**config.mk**
```make
export PLATFORM = sky130hd
export DESIGN_NAME = clk_monitor_flat
export DESIGN_NICKNAME = d
export VERILOG_FILES = /design/src/rtl/clk_mon_pkg.sv /design/src/rtl/clk_monitor_if.sv /design/src/rtl/clk_monitor_sync_edge.sv /design/src/rtl/clk_monitor.sv /design/src/flat_wrapper.sv
export SDC_FILE = /design/constraint.sdc
export NUM_CORES = 1
export LEC_CHECK = 0
export ABC_AREA = 1
export ABC_CLOCK_PERIOD_IN_PS = 2900
export BUFFER_PORTS_ARGS = -buffer_cell sky130_fd_sc_hd__buf_4
export CORE_MARGIN = 5
export CORE_UTILIZATION = 53
export DETAILED_ROUTE_END_ITERATION = 7
export PLACE_DENSITY = 0.73
export REMOVE_ABC_BUFFERS = 1
export SYNTH_ARGS = -nofsm -noshare
export SYNTH_HDL_FRONTEND = slang
export SYNTH_SLANG_ARGS = --single-unit
```
**constraint.sdc**
```tcl
create_clock -name clk -period 2.9 [get_ports clk]
set_input_delay 0.435 -clock clk [delete_from_list [all_inputs] [get_ports clk]]
set_output_delay 0.435 -clock clk [all_outputs]
set_load 0.01 [all_outputs]
```
**src/rtl/clk_mon_pkg.sv**
```systemverilog
// rtl/clk_mon_pkg.sv - shared types and parameter check for the clock monitor
package clk_mon_pkg;

  typedef enum logic [2:0] {IDLE, ARM, WAIT_RISE, HIGH, LOW} clk_mon_state_t;

  // The expected period must split into two equal phases of at least one cycle.
  function automatic bit params_ok(input int exp_pd);
    return (exp_pd >= 2) && ((exp_pd % 2) == 0);
  endfunction

endpackage

```
**src/rtl/clk_monitor_if.sv**
```systemverilog
// rtl/clk_monitor_if.sv - control and measurement bundle of the clock monitor
interface clk_monitor_if #(
  parameter int W = 16
);
  logic         en;
  logic         sig_in;
  logic [W-1:0] high_time;
  logic [W-1:0] low_time;
  logic [W:0]   period;
  logic         valid;
  logic         pd_err;
  logic         duty_err;
  logic         ovf;

  modport master (
    output en, sig_in,
    input  high_time, low_time, period, valid, pd_err, duty_err, ovf
  );

  modport slave (
    input  en, sig_in,
    output high_time, low_time, period, valid, pd_err, duty_err, ovf
  );
endinterface

```
**src/rtl/clk_monitor_sync_edge.sv**
```systemverilog
// rtl/clk_monitor_sync_edge.sv - two-flop synchronizer with edge detect
module sync_edge (
  input  logic clk,
  input  logic rst,
  input  logic d,
  output logic s,
  output logic rise,
  output logic fall
);
  logic s1, s2, s3;

  // Resynchronize the asynchronous level and keep one delayed copy for edges.
  always_ff @(posedge clk) begin
    if (rst) begin
      s1 <= 1'b0;
      s2 <= 1'b0;
      s3 <= 1'b0;
    end else begin
      s1 <= d;
      s2 <= s1;
      s3 <= s2;
    end
  end

  assign s    = s2;
  assign rise = s2 & ~s3;
  assign fall = ~s2 & s3;
endmodule

```
**src/rtl/clk_monitor.sv**
```systemverilog
// rtl/clk_monitor.sv - period and duty monitor for an asynchronous square wave
module clk_monitor
  import clk_mon_pkg::*;
#(
  parameter int W      = 16,
  parameter int EXP_PD = 10,
  parameter int TOL    = 0
) (
  input logic          clk,
  input logic          rst,
  clk_monitor_if.slave bus
);
  if (!params_ok(EXP_PD)) begin : g_bad_param
    $fatal(1, "clk_monitor: EXP_PD must be even and >= 2");
  end

  localparam logic [W-1:0] CNT_MAX = '1;
  localparam logic [31:0]  PD_MAX  = 32'(EXP_PD + TOL);
  localparam logic [31:0]  PD_MIN  = 32'(EXP_PD);
  localparam logic [31:0]  TOL_W   = 32'(TOL);

  clk_mon_state_t state;
  logic           s, rise, fall;
  logic [W-1:0]   hi_cnt, lo_cnt;
  logic [W-1:0]   high_time, low_time;
  logic [W:0]     period, sum;
  logic [31:0]    sum_ext;
  logic           valid, pd_err, duty_err, ovf, pd_bad;

  sync_edge u_sync (
    .clk  (clk),
    .rst  (rst),
    .d    (bus.sig_in),
    .s    (s),
    .rise (rise),
    .fall (fall)
  );

  // Period of the phase pair being closed; compared in 32 bits so the
  // lower-bound test cannot underflow.
  always_comb begin
    sum     = {1'b0, hi_cnt} + {1'b0, lo_cnt};
    sum_ext = 32'(sum);
    pd_bad  = (sum_ext > PD_MAX) || ((sum_ext + TOL_W) < PD_MIN);
  end

  // Measurement FSM: count high and low phases, publish on each rising edge.
  always_ff @(posedge clk) begin
    if (rst) begin
      state     <= IDLE;
      hi_cnt    <= '0;
      lo_cnt    <= '0;
      high_time <= '0;
      low_time  <= '0;
      period    <= '0;
      valid     <= 1'b0;
      pd_err    <= 1'b0;
      duty_err  <= 1'b0;
      ovf       <= 1'b0;
    end else begin
      valid    <= 1'b0;
      pd_err   <= 1'b0;
      duty_err <= 1'b0;
      ovf      <= 1'b0;
      if (!bus.en) begin
        state <= IDLE;
      end else begin
        case (state)
          IDLE: state <= ARM;
          // A high phase already in progress is of unknown length; skip it.
          ARM: if (!s) state <= WAIT_RISE;
          WAIT_RISE: begin
            if (rise) begin
              hi_cnt <= W'(1);
              state  <= HIGH;
            end
          end
          HIGH: begin
            if (fall) begin
              lo_cnt <= W'(1);
              state  <= LOW;
            end else if (s) begin
              if (hi_cnt == CNT_MAX) begin
                ovf   <= 1'b1;
                state <= ARM;
              end else begin
                hi_cnt <= hi_cnt + 1'b1;
              end
            end
          end
          LOW: begin
            if (rise) begin
              high_time <= hi_cnt;
              low_time  <= lo_cnt;
              period    <= sum;
              valid     <= 1'b1;
              pd_err    <= pd_bad;
              duty_err  <= (hi_cnt != lo_cnt);
              hi_cnt    <= W'(1);
              state     <= HIGH;
            end else if (!s) begin
              if (lo_cnt == CNT_MAX) begin
                ovf   <= 1'b1;
                state <= ARM;
              end else begin
                lo_cnt <= lo_cnt + 1'b1;
              end
            end
          end
          default: state <= IDLE;
        endcase
      end
    end
  end

  assign bus.high_time = high_time;
  assign bus.low_time  = low_time;
  assign bus.period    = period;
  assign bus.valid     = valid;
  assign bus.pd_err    = pd_err;
  assign bus.duty_err  = duty_err;
  assign bus.ovf       = ovf;
endmodule

```
**src/flat_wrapper.sv**
```systemverilog
// flat-port wrapper written by rule: the top's interface ports become plain ports
module clk_monitor_flat import clk_mon_pkg::*;
#(
  parameter int W      = 16,
  parameter int EXP_PD = 10,
  parameter int TOL    = 0
)
  (clk, rst, bus_en, bus_sig_in, bus_high_time, bus_low_time, bus_period, bus_valid, bus_pd_err, bus_duty_err, bus_ovf);
  clk_monitor_if #(.W(W)) bus_i ();
  input logic clk;
  input logic rst;
  input wire logic [$bits(bus_i.en)-1:0] bus_en;
  input wire logic [$bits(bus_i.sig_in)-1:0] bus_sig_in;
  output wire logic [$bits(bus_i.high_time)-1:0] bus_high_time;
  output wire logic [$bits(bus_i.low_time)-1:0] bus_low_time;
  output wire logic [$bits(bus_i.period)-1:0] bus_period;
  output wire logic [$bits(bus_i.valid)-1:0] bus_valid;
  output wire logic [$bits(bus_i.pd_err)-1:0] bus_pd_err;
  output wire logic [$bits(bus_i.duty_err)-1:0] bus_duty_err;
  output wire logic [$bits(bus_i.ovf)-1:0] bus_ovf;
  assign bus_i.en = bus_en;
  assign bus_i.sig_in = bus_sig_in;
  assign bus_high_time = bus_i.high_time;
  assign bus_low_time = bus_i.low_time;
  assign bus_period = bus_i.period;
  assign bus_valid = bus_i.valid;
  assign bus_pd_err = bus_i.pd_err;
  assign bus_duty_err = bus_i.duty_err;
  assign bus_ovf = bus_i.ovf;
  clk_monitor #(.W(W), .EXP_PD(EXP_PD), .TOL(TOL)) u_core (.clk(clk), .rst(rst), .bus(bus_i));
endmodule
```
==> out/qor.csv, run 1 <==
stage;metric;value;unit
sta;fmax;421;MHz
worst_setup_path;r2r-start;u_core.hi_cnt[0]$_SDFFE_PP0P_;
finish;utilization;0.613;
sta;final.setup.tns;0;ps
routing;drt-pass1-iter-count;6;
sta;post-route-period-util;0.820;
sta;layout_min_cycle_time;2380;ps
synthesis;yosys.cell_types.count;42;
floorplanning;die-area;11900;um2
sta;hold_viol;0;
synthesis;synth_edf_count;0;
placed_design;io_buffers;56;
min_path;hold_path_class;in -> reg;
routing;vias;5272;
sta;max_slew_margin;0.599;
sta;skew;7.67;ps
clock_network;cts_buffer_depth;2;
power_and_ir_drop;cellLeakagePower;2.78;nW
clock_network;cts_setup_buffers;0;
clock_network;worstSkewPairLatency;380;ps
routing;routedWlPerCell;13.8;um
worst_setup_path;crit_end;u_core.bus.pd_err$_SDFF_PP0_;
synthesis;synth_seq_cells;91;
synthesis;synthesis.yosys.warnings;0;
clock_network;clkTransAtPathRegs;90;ps
routing;routed_wl;13.5;mm
clock_network;cts.repair.resized;0;
worst_setup_path;crit_required;3160;ps
floorplanning;io_pins;57;
routing;via_per_inst;5.39;
routing;drtIter0Drc;351;
grt;grt_pass1_vias;5005;
power_and_ir_drop;p_total;2.31;mW
sta;fin_hold_ws;260;ps
floorplanning;die_x;109;um
clock_network;cts_hold_buf;0;
synthesis;synth.avg_cell_area;6.57;um2
worst_setup_path;rr_endpoint;u_core.bus.pd_err$_SDFF_PP0_;
synthesis;async_flop_share;0;
placed_design;pre_cts_slack;576;ps
synthesis;synth_top_area_frac;0.351;
flow_run;cap_violations;0;
floorplanning;die_y;109;um
outcome;status;finished clean;
worst_setup_path;rrSetupSlack;520;ps
floorplanning;start_util;0.536;
synthesis;syn-cell-area;5190;um2
sta;worstMarginPinSlew;601;ps
routing;route.detailed.drc;0;
grt;grtUsageTotal;0.243;
worst_setup_path;critPathKind;reg -> reg;
synthesis;yosys.area.top_type;dfxtp_1;
worst_setup_path;end_kind;flip-flop;
grt;grt_pass1_wl;23.0;mm
clock_network;htreeDepth;3;
worst_setup_path;cp-startpoint;u_core.hi_cnt[0]$_SDFFE_PP0P_;
grt;grt_start_max_net_pins;49;
grt;overflow;0;
finish;drive_above_1_share;0.122;
clock_network;clock-root-buffer;clkbuf_8;
clock_network;cts_tree;built;
clock_network;clock_sinks;91;
power_and_ir_drop;peakVddDrop;0.000266;V
floorplanning;rows;36;
synthesis;synth_top_flop_cell;dfxtp_1;
sta;drv_slew;0;
placed_design;dp_hpwl;10.0;mm
finish;stdcell_area;5940;um2
synthesis;synth_commonest_cells;nand2_1, nor2_1, dfxtp_1;
sta;rsz0062_at_grt;no;
synthesis;postSynthCellCount;790;
finish;instances_no_fill;978;
placed_design;dp.cells;962;
worst_setup_path;cp-start-kind;flip-flop;
finish;fillers;924;
worst_setup_path;r2r_cells;15;
synthesis;yosysSeqAreaShare;0.351;
synthesis;synthTopCellsByArea;dfxtp_1, nand2_1, nor2_1;
synthesis;yosysMostFrequentCell;nand2_1;
worst_setup_path;arrival;2640;ps
finish;final_nets;863;
finish;area_growth;14.4;%
sta;setup_ws;523;ps
placed_design;finalWeightedCongestion;0.950;
clock_network;cts_made_buffers;9;
placed_design;placed_area;5700;um2
power_and_ir_drop;power.density;389;nW/um2
finish;antenna_cells;0;
sta;setup_viol;0;
routing;ant_nets;0;
grt;grt_antenna_before_repair;0;
floorplanning;core_area;9680;um2
worst_setup_path;critPathMaxFanout;7;
-- worst min path at each step --
stage	from	to	cells past startpoint
5_1_grt	bus_sig_in	u_core.u_sync.s1$_SDFF_PP0_	3
4_1_cts	bus_sig_in	u_core.u_sync.s1$_SDFF_PP0_	3
6_report	bus_sig_in	u_core.u_sync.s1$_SDFF_PP0_	3
3_3_place_gp	u_core.u_sync.s1$_SDFF_PP0_	u_core.u_sync.s$_SDFF_PP0_	2
2_1_floorplan	u_core.u_sync.s1$_SDFF_PP0_	u_core.u_sync.s$_SDFF_PP0_	2
3_5_place_dp	u_core.u_sync.s1$_SDFF_PP0_	u_core.u_sync.s$_SDFF_PP0_	2
-- flip-flops by register name (all words and copies together), names as in the netlist --
register              cells
u_core.bus.period        17
u_core.bus.high_time     16
u_core.bus.low_time      16
u_core.hi_cnt            16
u_core.lo_cnt            16
u_core.state              3
u_core.bus.duty_err       1
u_core.bus.ovf            1
u_core.bus.pd_err         1
u_core.bus.valid          1
u_core.u_sync.s           1
u_core.u_sync.s1          1
u_core.u_sync.s3          1
-- worst max-delay path, cell delays in order (launching register included) --
cell	delay (ps)
dfxtp_1	490
ha_1	280
inv_1	80
fa_1	390
inv_1	110
nand2_1	50
nand2_1	100
nand3_1	100
nand2_1	120
nand2_1	60
nand2_1	90
nand3_1	70
nor2_1	100
nand3_1	80
nor2_1	110
nor2_1	40
-- power by group --
group / internal, mW / switching (mW) / total [mW]
registers: 1.25 / 0.00534 / 1.26
clock network: 0.535 / 0.463 / 0.998
logic: 0.0159 / 0.0421 / 0.0580
-- per-layer routing --
metal	part of all wire	up-vias	track usage
met5	0	-	0
met4	0.025	0	0.104
met3	0.059	29	0.0379
met2	0.47	193	0.399
met1	0.45	2388	0.315
li1	-	2662	-
-- kinds of logic (layout without fill, tap and decap cells) --
family,after synthesis,in the layout,share of synthesized area
buf+inv,118,173,0.0904
flops,91,91,0.351
compound gates,135,135,0.141
xor+xnor,16,16,0.0270
simple gates,411,411,0.343
fa+ha+maj,19,19,0.0472
-- placed cells by master, fill, tap and decap left out, types with 11 or more instances in the layout --
master | Yosys | final
nor2_1 | 108 | 108
clkbuf_8 | 0 | 11
inv_1 | 88 | 88
nand4_1 | 12 | 12
o21ai_0 | 50 | 50
buf_4 | 2 | 60
a21oi_1 | 62 | 62
ha_1 | 18 | 18
nand3_1 | 57 | 57
dfxtp_1 | 91 | 91
nand2_1 | 200 | 200
-- layout make-up --
cell class	count	area (um2)	area share
clock buffer	11	151	0.0255
clock inverter	5	83.8	0.0141
inverter	97	365	0.0615
multi-input combinational	581	2900	0.488
sequential	91	1820	0.307
tap	133	166	0.0280
timing repair buffer	60	450	0.0758
Note: power is estimated with default switching activity, not from simulation.
==> inputs of run 2 (changes only) <==
--- a/config.mk
+++ b/config.mk
@@ -6,7 +6,7 @@
 export NUM_CORES = 1
 export LEC_CHECK = 0
 export ABC_AREA = 1
-export ABC_CLOCK_PERIOD_IN_PS = 2900
+export ABC_CLOCK_PERIOD_IN_PS = 2400
 export BUFFER_PORTS_ARGS = -buffer_cell sky130_fd_sc_hd__buf_4
 export CORE_MARGIN = 5
 export CORE_UTILIZATION = 53
==> constraint.sdc (replaced) <==
create_clock -name clk -period 2.4 [get_ports clk]
set_input_delay 0.36 -clock clk [delete_from_list [all_inputs] [get_ports clk]]
set_output_delay 0.36 -clock clk [all_outputs]
set_load 0.01 [all_outputs]
==> run 2 against run 1 <==
  * Worst setup slack got worse by 280 ps
  * Non-clock buffer count up 4
  * Maximum frequency is 10% higher
  * Largest cell class unchanged
==> out/qor.csv, run 2 (same netlist as run 1, synthesis figures left out) <==
stage;metric;value;unit;change
outcome;status;finished clean;;
sta;worstMarginPinSlew;483;ps;-118 ps
clock_network;cts_made_buffers;9;;unchanged
finish;largest_register_ffs;17;;unchanged
clock_network;cts_setup_buffers;0;;unchanged
clock_network;cts_buffer_depth;2;;unchanged
power_and_ir_drop;peakVddDrop;0.000333;V;+25%
floorplanning;start_util;0.536;;unchanged
power_and_ir_drop;seq_power_share;0.604;;+0.060
power_and_ir_drop;clkPwrFrac;0.369;;-0.062
worst_setup_path;critPathMaxFanout;14;;+7
routing;drtIter0Drc;352;;+0.28%
finish;final_common_cell;nand2_1;;
grt;grt_pass1_vias;4909;;-1.9%
sta;fmax;463;MHz;+10%
power_and_ir_drop;p_sw_frac;0.232;;+0.0118
finish;regMostFlops;u_core.bus.period;;
finish;drive_above_1_share;0.127;;+0.00546
floorplanning;die_y;109;um;unchanged
routing;via_per_inst;5.36;;-0.61%
routing;drt-pass1-iter-count;5;;-1
power_and_ir_drop;switching_power;0.585;mW;+15%
worst_setup_path;crit_required;2700;ps;-460 ps
routing;route.detailed.drc;0;;unchanged
finish;antenna_cells;0;;unchanged
worst_setup_path;end_kind;flip-flop;;
sta;rsz0062_at_grt;no;;
min_path;holdCritStartpoint;bus_sig_in;;
grt;grtUsageTotal;0.237;;-0.00611
placed_design;dp_hpwl;10.1;mm;+0.38%
worst_setup_path;arrival;2460;ps;-180 ps
grt;grt_start_max_net_pins;72;;+47%
power_and_ir_drop;p_total;2.52;mW;+8.8%
power_and_ir_drop;cellLeakagePower;2.76;nW;-0.45%
routing;vias;5256;;-0.30%
finish;stdcell_area;5920;um2;-0.38%
power_and_ir_drop;power_frac_comb;0.028;;+0.003
floorplanning;die-area;11900;um2;unchanged
grt;overflow;0;;unchanged
flow_run;cap_violations;0;;unchanged
sta;setup_ws;241;ps;-282 ps
floorplanning;rows;36;;unchanged
floorplanning;core_area;9680;um2;unchanged
sta;post-route-period-util;0.899;;+0.0799
finish;area_growth;14.0;%;
sta;setup_viol;0;;unchanged
clock_network;worstSkewPairLatency;370;ps;about the same
sta;skew;6.79;ps;-0.882 ps
power_and_ir_drop;cell_internal_pwr;1.93;mW;+7.1%
finish;final_nets;867;;+0.46%
placed_design;pre_cts_slack;200;ps;-377 ps
clock_network;cts_tree;built;;
worst_setup_path;cp-startpoint;u_core.lo_cnt[0]$_SDFFE_PP0P_;;
sta;drv_slew;0;;unchanged
finish;instances_no_fill;981;;+0.31%
worst_setup_path;cp-start-kind;flip-flop;;
clock_network;htreeDepth;3;;unchanged
floorplanning;io_pins;57;;unchanged
finish;utilization;0.611;;-0.00233
sta;fin_hold_ws;194;ps;-65.7 ps
clock_network;clock-root-buffer;clkbuf_8;;
min_path;hold_path_class;in -> reg;;
routing;routed_wl;13.5;mm;about the same
routing;routedWlPerCell;13.7;um;-0.28%
floorplanning;die_x;109;um;unchanged
sta;max_slew_margin;0.678;;+0.0789
worst_setup_path;critPathKind;reg -> reg;;
grt;grt_pass1_wl;22.5;mm;-2.0%
finish;fillers;949;;+2.7%
grt;grt_antenna_before_repair;0;;unchanged
sta;layout_min_cycle_time;2160;ps;-218 ps
worst_setup_path;r2r-start;u_core.lo_cnt[0]$_SDFFE_PP0P_;;
finish;final_cell_mix;nand2_1, nor2_1, dfxtp_1, inv_1, buf_4;;
placed_design;dp.cells;966;;+0.42%
placed_design;finalWeightedCongestion;0.983;;+3.4%
clock_network;clkTransAtPathRegs;80;ps;about the same
placed_design;placed_area;5750;um2;+0.75%
clock_network;clock_sinks;91;;unchanged
power_and_ir_drop;power.density;425;nW/um2;+9.2%
sta;final.setup.tns;0;ps;unchanged
placed_design;io_buffers;56;;unchanged
routing;ant_nets;0;;unchanged
sta;hold_viol;0;;unchanged
## run 2: path summary, 6_finish.rpt
check / endpoint / depth (start not counted) / slack, ps
setup / recovery: u_core.lo_cnt[6]$_SDFFE_PP0P_ / 12 / 240
hold / removal: u_core.u_sync.s1$_SDFF_PP0_ / 3 / 190
setup reg to reg: u_core.lo_cnt[6]$_SDFFE_PP0P_ / 12 / 240
hold reg to reg: u_core.u_sync.s$_SDFF_PP0_ / 2 / 410
## run 2: critical path, stage by stage (launching register included)
cell and delay, ps:
dfxtp_1 350, buf_4 150, ha_1 170, nand3_1 130
nor2_1 210, nand3_1 150, nor2_1 160, nand2_1 130
nand2_4 200, inv_2 110, nand2_1 110, o21ai_0 80
a21oi_1 150
## run 2: layout make-up
cell class | count | area, um2 | area share
multi-input cells | 581 | 2910 | 0.491
flip-flops and latches | 91 | 1820 | 0.308
well taps | 133 | 166 | 0.0281
clock buffers | 13 | 149 | 0.0252
clock inverters | 2 | 12.5 | 0.00211
inverters | 97 | 365 | 0.0617
repair buffers | 64 | 493 | 0.0833
## run 2: power by group through the flow
| stage | Combinational, mW | Sequential, mW | Clock (mW) |
|---|---|---|---|
| final | 0.0699 | 1.52 | 0.928 |
| after floorplan | 0.0413 | 1.55 | 0 |
| after CTS | 0.0691 | 1.52 | 0.943 |
| after detailed placement | 0.0692 | 1.55 | 0 |
| after global placement | 0.0669 | 1.55 | 0 |
| after global routing | 0.0788 | 1.52 | 1.00 |
## run 2: metal layers
layer	GRT usage	up-vias	wire, um	share of wire
li1	-	2669	-	-
met1	0.308	2369	6080	0.45
met2	0.389	185	6220	0.46
met3	0.0343	33	799	0.059
met4	0.105	0	370	0.027
met5	0	-	0	0
## run 2: timing repair
item                                    CTS  global route
gates resized for setup                   0             5
hold endpoints to repair                  0             0
hold buffers                              0             0
endpoints found under the setup margin    0             1
==> inputs of run 3 (changes only) <==
--- a/config.mk
+++ b/config.mk
@@ -11,7 +11,7 @@
 export CORE_MARGIN = 5
 export CORE_UTILIZATION = 53
 export DETAILED_ROUTE_END_ITERATION = 7
-export PLACE_DENSITY = 0.73
+export PLACE_DENSITY_LB_ADDON = 0.08
 export REMOVE_ABC_BUFFERS = 1
 export SYNTH_ARGS = -nofsm -noshare
 export SYNTH_HDL_FRONTEND = slang
==> run 3 against run 2 <==
  * Die area stayed put
  * Sequential power hardly changed
  * Critical path depth is 1 higher
  * Worst setup slack better by 4.6 ps
  * Critical endpoint is now u_core.bus.pd_err$_SDFF_PP0_
  * Utilization is 0.65 points higher
  * Cell count is 0.31% higher
  * Register-to-register slack hardly changed
  * Maximum frequency is 0.22% higher
  * Via count is 0.86% lower
==> out/qor.csv, run 3 (same netlist as run 1, synthesis figures left out) <==
stage;metric;value;unit;change
clock_network;clkTransAtPathRegs;90;ps;about the same
finish;utilization;0.617;;+0.00646
placed_design;io_buffers;56;;unchanged
grt;grt_antenna_before_repair;0;;unchanged
floorplanning;core_area;9680;um2;unchanged
power_and_ir_drop;power.density;450;nW/um2;+5.8%
sta;setup_ws;246;ps;+4.64 ps
outcome;status;finished clean;;
placed_design;dp_hpwl;10.2;mm;+1.5%
finish;antenna_cells;0;;unchanged
finish;final_cell_mix;nand2_1, nor2_1, dfxtp_1, inv_1, buf_4;;
routing;routedWlPerCell;13.8;um;+0.32%
worst_setup_path;critPathMaxFanout;6;;-8
sta;fmax;464;MHz;+0.22%
grt;grt_start_max_net_pins;52;;-28%
sta;drv_slew;0;;unchanged
min_path;hold_path_class;in -> reg;;
routing;routed_wl;13.5;mm;+0.63%
clock_network;htreeDepth;3;;unchanged
routing;ant_nets;0;;unchanged
placed_design;pre_cts_slack;126;ps;-73.4 ps
placed_design;finalWeightedCongestion;0.947;;-3.6%
sta;rsz0062_at_grt;no;;
power_and_ir_drop;cellLeakagePower;2.80;nW;+1.3%
finish;final_nets;869;;+0.23%
grt;grtUsageTotal;0.239;;+0.00199
sta;post-route-period-util;0.898;;-0.00193
clock_network;cts_made_buffers;9;;unchanged
grt;grt_pass1_vias;4755;;-3.1%
finish;area_growth;15.2;%;
routing;drt-pass1-iter-count;6;;+1
floorplanning;rows;36;;unchanged
floorplanning;io_pins;57;;unchanged
worst_setup_path;cp-start-kind;flip-flop;;
worst_setup_path;arrival;2410;ps;-50 ps
routing;vias;5211;;-0.86%
routing;route.detailed.drc;0;;unchanged
clock_network;worstSkewPairLatency;370;ps;about the same
sta;max_slew_margin;0.687;;+0.00982
worst_setup_path;crit_required;2650;ps;-50 ps
sta;layout_min_cycle_time;2150;ps;-4.64 ps
sta;fin_hold_ws;211;ps;+16.9 ps
sta;worstMarginPinSlew;468;ps;-14.7 ps
clock_network;clock_sinks;91;;unchanged
clock_network;clock-root-buffer;clkbuf_8;;
sta;hold_viol;0;;unchanged
sta;setup_viol;0;;unchanged
routing;via_per_inst;5.30;;-1.2%
sta;final.setup.tns;0;ps;unchanged
floorplanning;die-area;11900;um2;unchanged
clock_network;cts_hold_buf;0;;unchanged
finish;regMostFlops;u_core.bus.period;;
routing;drtIter0Drc;380;;+8.0%
clock_network;cts_buffer_depth;2;;unchanged
finish;final_common_cell;nand2_1;;
floorplanning;start_util;0.536;;unchanged
finish;drive_above_1_share;0.132;;+0.00425
finish;fillers;941;;-0.84%
worst_setup_path;end_kind;flip-flop;;
grt;overflow;0;;unchanged
grt;grt_pass1_wl;22.6;mm;+0.19%
sta;skew;7.22;ps;+0.434 ps
floorplanning;die_y;109;um;unchanged
worst_setup_path;critPathKind;reg -> reg;;
floorplanning;die_x;109;um;unchanged
power_and_ir_drop;peakVddDrop;0.000260;V;-22%
finish;largest_register_ffs;17;;unchanged
flow_run;cap_violations;0;;unchanged
clock_network;cts_tree;built;;
## run 3: cell count changes in the layout (fill, tap and decap cells not counted), sizes merged
cell and delta:
bufinv +1, clkbuf -2, buf +2, inv +1, clkinvlp +1
## run 3: path summary, 6_finish.rpt
kind	start	cells after the start	to	slack [ps]
worst max register to register	u_core.hi_cnt[6]$_SDFFE_PP0P_	13	u_core.bus.pd_err$_SDFF_PP0_	250
worst min-delay path	bus_sig_in	3	u_core.u_sync.s1$_SDFF_PP0_	210
worst min register to register	u_core.u_sync.s1$_SDFF_PP0_	2	u_core.u_sync.s$_SDFF_PP0_	420
worst max-delay path	u_core.hi_cnt[6]$_SDFFE_PP0P_	13	u_core.bus.pd_err$_SDFF_PP0_	250
## run 3: timing repair
item | 4_1_cts | 5_1_grt
gates resized for setup | 0 | 4
buffers inserted | 0 | 0
endpoints found under the setup margin | 0 | 1
## run 3: power by group
part           switching [mW]  internal (mW)  leakage, nW  total [mW]
clock                   0.563          0.540        0.102        1.10
sequential            0.00663           1.51        0.735        1.52
combinational          0.0495         0.0196         1.96      0.0691
total                   0.619           2.07         2.80        2.69
## run 3: cell type report
cell class / instances / area (um2) / area share
sequential: 91 / 1830 / 0.306
inverter: 97 / 365 / 0.0611
tap: 133 / 166 / 0.0278
multi-input combinational: 581 / 2900 / 0.485
timing repair buffer: 66 / 508 / 0.0850
clock inverter: 5 / 58.8 / 0.00983
clock buffer: 11 / 151 / 0.0253
## run 3: layer usage
metal | wire length (um) | track usage
met5 | 0 | 0
met4 | 269 | 0.0866
met3 | 772 | 0.0397
met2 | 6270 | 0.385
met1 | 6230 | 0.321
## run 3: through the flow
step | total power [mW] | cell area [um2] | cells
2_1_floorplan | 1.60 | 5090 | 769
3_3_place_gp | 1.62 | 5760 | 968
3_5_place_dp | 1.62 | 5760 | 968
4_1_cts | 2.72 | 5970 | 984
5_1_grt | 2.79 | 5980 | 984
6_report | 2.69 | 5980 | 984
## run 3: critical path, cell delays in order, from the launching register on
cell	delay, ps
dfxtp_1	500
ha_1	370
nand2_1	150
inv_1	70
a21oi_1	190
nand2_1	120
nand2_1	80
nand2_1	110
nor2_1	110
nand2_1	50
nor2_1	120
nand2_1	60
nor2_1	80
nor2_1	40
